File: config.mk
export PLATFORM = sky130hd
export DESIGN_NAME = hamming_top
export DESIGN_NICKNAME = d
export VERILOG_FILES = /design/src/rtl/hamming_top.sv
export SDC_FILE = /design/constraint.sdc
export NUM_CORES = 1
export LEC_CHECK = 0
export BUFFER_PORTS_ARGS = -buffer_cell sky130_fd_sc_hd__buf_4
export CORE_MARGIN = 2
export CORE_UTILIZATION = 25
export CTS_CLUSTER_DIAMETER = 200
export DETAILED_ROUTE_END_ITERATION = 6
export PLACE_DENSITY_LB_ADDON = 0.1
export SYNTH_ARGS = -nofsm -noshare
export SYNTH_HDL_FRONTEND = slang
export SYNTH_SLANG_ARGS = --single-unit
File: constraint.sdc
create_clock -name clk_i -period 2.03 [get_ports clk_i]
set_clock_uncertainty 0.2 [all_clocks]
set_input_delay 0.609 -clock clk_i [delete_from_list [all_inputs] [get_ports clk_i]]
set_output_delay 0.609 -clock clk_i [all_outputs]
set_load 0.1 [all_outputs]
File: src/rtl/hamming_top.sv
// -----------------------------------------------------------------------------
// hamming_top -- two-stage pipelined SECDED Hamming encoder/decoder.
//
// Stage 1 encodes the K-bit information word into an (N+1)-bit extended
// Hamming codeword (optionally corrupted by an error-injection mask) and
// registers it. Stage 2 computes the syndrome and overall parity of the
// registered codeword, corrects single-bit errors, flags uncorrectable ones
// and registers every output. Latency d_i -> outputs is two rising edges,
// with a new word accepted every cycle.
//
// Codeword layout: cw[1..N] are Hamming positions, with parity bits at the
// power-of-two positions and data bits in the rest (d[0] at the lowest).
// cw[0] is even parity over cw[1..N].
//
// Optional feature macro: HAMMING_ERR_INJ_EN
//   defined   -> err_mask_i port exists and is XORed onto the codeword
//   undefined -> no err_mask_i port; the mask is treated as all-zero
//
// Parameters:
//   K           information word width, 1..57
//   M (derived) smallest value with 2**M >= M+K+1
//   N (derived) M+K; codeword width is N+1
//
// Ports (hamming_top):
//   clk_i        in   1    clock, rising edge
//   rst_ni       in   1    asynchronous active-low reset
//   d_i          in   K    information word to encode
//   err_mask_i   in   N+1  error-injection mask (HAMMING_ERR_INJ_EN only)
//   q_o          out  K    decoded / corrected information word
//   syndrome_o   out  M    raw Hamming syndrome
//   sb_err_o     out  1    single-bit error detected (any bit incl. cw[0])
//   db_err_o     out  1    uncorrectable (double / multi-bit) error
//   sb_fix_o     out  1    single-bit error corrected in a data position
// -----------------------------------------------------------------------------

package hamming_pkg;

  // Number of Hamming parity bits needed for a k-bit word.
  function automatic int calc_m(input int k);
    int m;
    m = 1;
    while ((1 << m) < (m + k + 1)) m++;
    return m;
  endfunction

  function automatic bit is_pow2(input int p);
    return (p & (p - 1)) == 0;
  endfunction

  // Codeword position (1..n) that carries data bit i.
  function automatic int data_pos(input int i, input int n);
    int cnt;
    int pos;
    cnt = 0;
    pos = 0;
    for (int p = 1; p <= n; p++) begin
      if (!is_pow2(p)) begin
        if (cnt == i) pos = p;
        cnt++;
      end
    end
    return pos;
  endfunction

endpackage

// -----------------------------------------------------------------------------
// hamming_dec -- decode stage. Combinational syndrome / correction logic on
// cw_i with all results registered.
//
// Ports:
//   clk_i, rst_ni   clock and asynchronous active-low reset
//   cw_i            (N+1)-bit codeword to check
//   q_o, syndrome_o, sb_err_o, db_err_o, sb_fix_o   as for hamming_top
// -----------------------------------------------------------------------------
module hamming_dec #(
  parameter  int K = 8,
  localparam int M = hamming_pkg::calc_m(K),
  localparam int N = M + K
) (
  input  logic         clk_i,
  input  logic         rst_ni,
  input  logic [N:0]   cw_i,
  output logic [K-1:0] q_o,
  output logic [M-1:0] syndrome_o,
  output logic         sb_err_o,
  output logic         db_err_o,
  output logic         sb_fix_o
);

  localparam int IW = $clog2(N + 1);
  typedef logic [IW-1:0] idx_t;
  typedef logic [M-1:0]  syn_t;

  syn_t         syn;
  logic         par;
  logic [N:0]   flip;
  logic         hit_any;
  logic         hit_data;
  logic         do_fix;
  logic [N:0]   corr;
  logic [K-1:0] data_n;
  logic         sb_n;
  logic         db_n;
  logic         fix_n;

  // Syndrome: XOR of the indices of all set bits in cw[1..N].
  always_comb begin
    syn = '0;
    for (int p = 1; p <= N; p++) begin
      if (cw_i[idx_t'(p)]) syn = syn ^ syn_t'(p);
    end
  end

  assign par = ^cw_i;

  // One-hot pointer to the position named by the syndrome. Stays zero when
  // the syndrome is 0 or points beyond N, which is what separates the
  // correctable single-bit case from the out-of-range multi-bit case.
  always_comb begin
    flip     = '0;
    hit_data = 1'b0;
    for (int p = 1; p <= N; p++) begin
      if (syn == syn_t'(p)) begin
        flip[idx_t'(p)] = 1'b1;
        hit_data        = !hamming_pkg::is_pow2(p);
      end
    end
  end

  assign hit_any = |flip;

  // Only an odd overall parity makes the syndrome trustworthy as a position;
  // with even parity a nonzero syndrome means two flips and nothing is fixed.
  assign do_fix = par & hit_any;
  assign corr   = do_fix ? (cw_i ^ flip) : cw_i;

  assign sb_n  = par & ((syn == '0) | hit_any);
  assign db_n  = (syn != '0) & ~do_fix;
  assign fix_n = do_fix & hit_data;

  always_comb begin
    data_n = '0;
    for (int i = 0; i < K; i++) begin
      data_n[i] = corr[idx_t'(hamming_pkg::data_pos(i, N))];
    end
  end

  always_ff @(posedge clk_i or negedge rst_ni) begin
    if (!rst_ni) begin
      q_o        <= '0;
      syndrome_o <= '0;
      sb_err_o   <= 1'b0;
      db_err_o   <= 1'b0;
      sb_fix_o   <= 1'b0;
    end else begin
      q_o        <= data_n;
      syndrome_o <= syn;
      sb_err_o   <= sb_n;
      db_err_o   <= db_n;
      sb_fix_o   <= fix_n;
    end
  end

endmodule

// -----------------------------------------------------------------------------
// hamming_top -- encode stage plus hamming_dec.
// -----------------------------------------------------------------------------
module hamming_top #(
  parameter  int K = 8,
  localparam int M = hamming_pkg::calc_m(K),
  localparam int N = M + K
) (
  input  logic         clk_i,
  input  logic         rst_ni,
  input  logic [K-1:0] d_i,
`ifdef HAMMING_ERR_INJ_EN
  input  logic [N:0]   err_mask_i,
`endif
  output logic [K-1:0] q_o,
  output logic [M-1:0] syndrome_o,
  output logic         sb_err_o,
  output logic         db_err_o,
  output logic         sb_fix_o
);

  localparam int IW = $clog2(N + 1);
  typedef logic [IW-1:0] idx_t;
  typedef logic [M-1:0]  syn_t;

  logic [N:0] placed;
  syn_t       s;
  logic [N:0] cw_enc;
  logic [N:0] mask;
  logic [N:0] cw_q;

`ifdef HAMMING_ERR_INJ_EN
  assign mask = err_mask_i;
`else
  assign mask = '0;
`endif

  // Data bits scattered into their non-power-of-two positions.
  always_comb begin
    placed = '0;
    for (int i = 0; i < K; i++) begin
      placed[idx_t'(hamming_pkg::data_pos(i, N))] = d_i[i];
    end
  end

  // Syndrome of the data-only word. Setting parity bit 2**j to bit j of this
  // value is exactly the even-parity rule and drives the full syndrome to 0.
  always_comb begin
    s = '0;
    for (int p = 1; p <= N; p++) begin
      if (placed[idx_t'(p)]) s = s ^ syn_t'(p);
    end
  end

  always_comb begin
    cw_enc = placed;
    for (int j = 0; j < M; j++) begin
      cw_enc[idx_t'(1 << j)] = ^(s & syn_t'(1 << j));
    end
    // Parity over cw[1..N] = data bits plus the parity bits just placed.
    cw_enc[0] = (^placed) ^ (^s);
  end

  always_ff @(posedge clk_i or negedge rst_ni) begin
    if (!rst_ni) cw_q <= '0;
    else         cw_q <= cw_enc ^ mask;
  end

  hamming_dec #(.K(K)) u_dec (
    .clk_i      (clk_i),
    .rst_ni     (rst_ni),
    .cw_i       (cw_q),
    .q_o        (q_o),
    .syndrome_o (syndrome_o),
    .sb_err_o   (sb_err_o),
    .db_err_o   (db_err_o),
    .sb_fix_o   (sb_fix_o)
  );

endmodule

==> impl_metrics.json <==
{
  "core_mm2": 0.005140,
  "postLayoutCoreUtil_pct": 34.81,
  "setup_repair_after_global_routing_missed_its_margin": "yes",
  "cts.sink_count": 28,
  "antenna-diode-count": 0,
  "vias": 827,
  "cts_buffers": 3,
  "postSynthRegisterBits": 28,
  "drt_first_iter_violations": 78,
  "fraction_of_post_synthesis_cell_area_in_the_top_cell_type_by_area_pct": 52.48,
  "timing.critical_path.from_type": "flop",
  "drt-vias-per-instance": 3.901,
  "grt_pass1_vias": 877,
  "timing.hold.worst.class": "in2async",
  "path_class": "reg2reg",
  "fp.dieH_um": 77.08,
  "final-hold-violation-count": 0,
  "yosys.cell_types.count": 26,
  "crit_path_max_fanout": 5,
  "fillerInstances": 550,
  "syn-cell-area_mm2": 0.001335,
  "cp-end-kind": "flop",
  "grt_start_max_net_pins": 29,
  "detailedRoute.firstPassIterationCount": 2,
  "critical_path_required_ns": 1.99,
  "htreeDepth": 1,
  "syn_to_final_growth_pct": 34.02,
  "place.gp.congestion": 0.7527,
  "post_route_insts_no_fill": 212,
  "grt_antenna_before_repair": 0,
  "insertion_delay_ns": 0.27,
  "routed_wl_um": 2395,
  "placement.setup.worst_slack_ns": -0.07509,
  "ys_warn_count": 0,
  "global_route.overflow_total": 0,
  "post-route-drc-count": 0,
  "post_synth_main_area_contributors": "dfrtp_1, xnor2_1, xor2_1",
  "drv_cap": 0,
  "report.final.setup_viol": 0,
  "clockBufferDepth": 2,
  "grt_pass1_wl_um": 4229,
  "yosysTopAreaCell": "dfrtp_1",
  "synth-seq-area-share_pct": 52.48,
  "io_pins": 25,
  "numPortBuffers": 24,
  "worstMarginPinSlew_ns": 0.3419,
  "tritoncts": "yes",
  "fin_crit_ns": 1.977,
  "syn_area_per_cell_um2": 12.48,
  "max_freq_mhz": 505.7,
  "hpwlAfterDp_um": 1880,
  "placedCellCount": 207,
  "critical_path_arrival_ns": 1.93,
  "chipWidth_um": 77.08,
  "ant_nets": 0,
  "clk_transition_reported_paths_ns": 0.09,
  "start_util_pct": 25.97,
  "layout_cell_share_with_drive_strength_beyond_1_pct": 42.25,
  "grt_util_all_layers_pct": 9.184,
  "postSynthNetCount": 117,
  "clockRootBuffer": "clkbuf_8",
  "placement_rows": 26,
  "status": "finished clean",
  "smallest_hold_slack_ns": 0.03849,
  "worst_slack_ns": 0.05270,
  "fp.dieArea_mm2": 0.005941,
  "nets": 154,
  "slew-limit-headroom_pct": 77.21,
  "syn_inst": 107,
  "final-max-slew-violation-count": 0,
  "detail_route.wl_per_cell_um": 11.30,
  "final_min_period_over_clock_period_pct": 97.40
}
[per-layer routing]
layer | vias up | track usage [%] | wire length, um
li1 | 419 | - | -
met1 | 382 | 11.51 | 1060
met2 | 22 | 14.91 | 1186
met3 | 4 | 2.235 | 102
met4 | 0 | 4.286 | 46
met5 | - | 0 | 0
[cell families (layout without fill, tap and decap cells)]
group           count (synthesis)  after routing  share of synthesized area (%)
compound gates                 10             10                          5.343
simple gates                   20             20                          8.153
flops                          28             28                          52.48
buf+inv                         6             41                          1.780
mux                             3              3                          2.530
xor+xnor                       40             40                          29.71
[sequential cells by signal (all words and copies together), names as in the netlist]
register	flops
cw_q	13
u_dec.q_o	8
u_dec.syndrome_o	4
u_dec.db_err_o	1
u_dec.sb_err_o	1
u_dec.sb_fix_o	1
[Yosys cell counts]
library cell and number:
a211oi_1 1, a21boi_1 1, a21o_1 1, a21oi_1 2, buf_2 1, clkbuf_1 1
dfrtp_1 28, inv_1 4, mux2i_1 2, mux2i_2 1, nand2_4 1, nand2b_1 2
nand3_1 10, nor2_1 4, nor3_1 1, o211ai_1 1, o21ai_0 2, o21ai_1 1
o21ai_4 1, or2_4 1, or3_1 1, xnor2_1 29, xnor2_2 2, xnor3_2 1
xor2_1 7, xor3_2 1
[per-stage QoR]
stage	TNS, ns	area, um2
2_1_floorplan	0	1335
3_3_place_gp	-0.2209	1654
3_5_place_dp	-0.1783	1654
4_1_cts	0	1698
5_1_grt	-0.1505	1789
6_report	0	1789
[worst paths after layout]
check	slack [ns]	cells after the start	start	end
setup reg to reg	0.05	5	cw_q[3]	u_dec.q_o[3]
max in group asynchronous	1.32	1	rst_ni	cw_q[6]
min in group clk_i	0.26	1	d_i[2]	cw_q[6]
hold reg to reg	0.30	1	cw_q[9]	u_dec.q_o[4]
setup / recovery	0.05	5	cw_q[3]	u_dec.q_o[3]
hold / removal	0.04	1	rst_ni	u_dec.q_o[7]
[cell type report]
| class | instances | area (um2) | area share [%] |
|---|---|---|---|
| inverter | 4 | 15.01 | 0.8392 |
| multi-input combinational | 73 | 684.4 | 38.25 |
| timing repair buffer | 34 | 255.2 | 14.27 |
| tap | 70 | 87.58 | 4.895 |
| clock buffer | 3 | 41.29 | 2.308 |
| sequential | 28 | 705.7 | 39.44 |
[what timing repair did]
action | CTS | global route
pin swaps | 1 | 8
buffers inserted | 0 | 2
resized for setup | 1 | 16
hold buffers | 0 | 0
setup endpoints to repair | 6 | 9
[critical path: stages, from the launching register on]
cell and delay [ns]:
dfrtp_2 0.45, xnor2_2 0.21, xor3_2 0.57, nor2_4 0.15, nand3_1 0.12, xnor2_1 0.16
[cells in the final DEF (no fill, tap or decap), types with 2 or more instances in the layout]
cell	instances
o21ai_0	2
nand2b_1	2
nand3_1	7
mux2i_1	2
inv_1	4
nand3_2	3
xnor2_1	24
buf_4	34
nor2_2	2
dfrtp_2	4
clkbuf_8	3
a21oi_1	2
dfrtp_1	24
xnor2_2	7
xor2_1	7
Power is left out: the tool's default activity adds up to more than one toggle a clock period on the data nets, which glitch-free logic cannot reach.
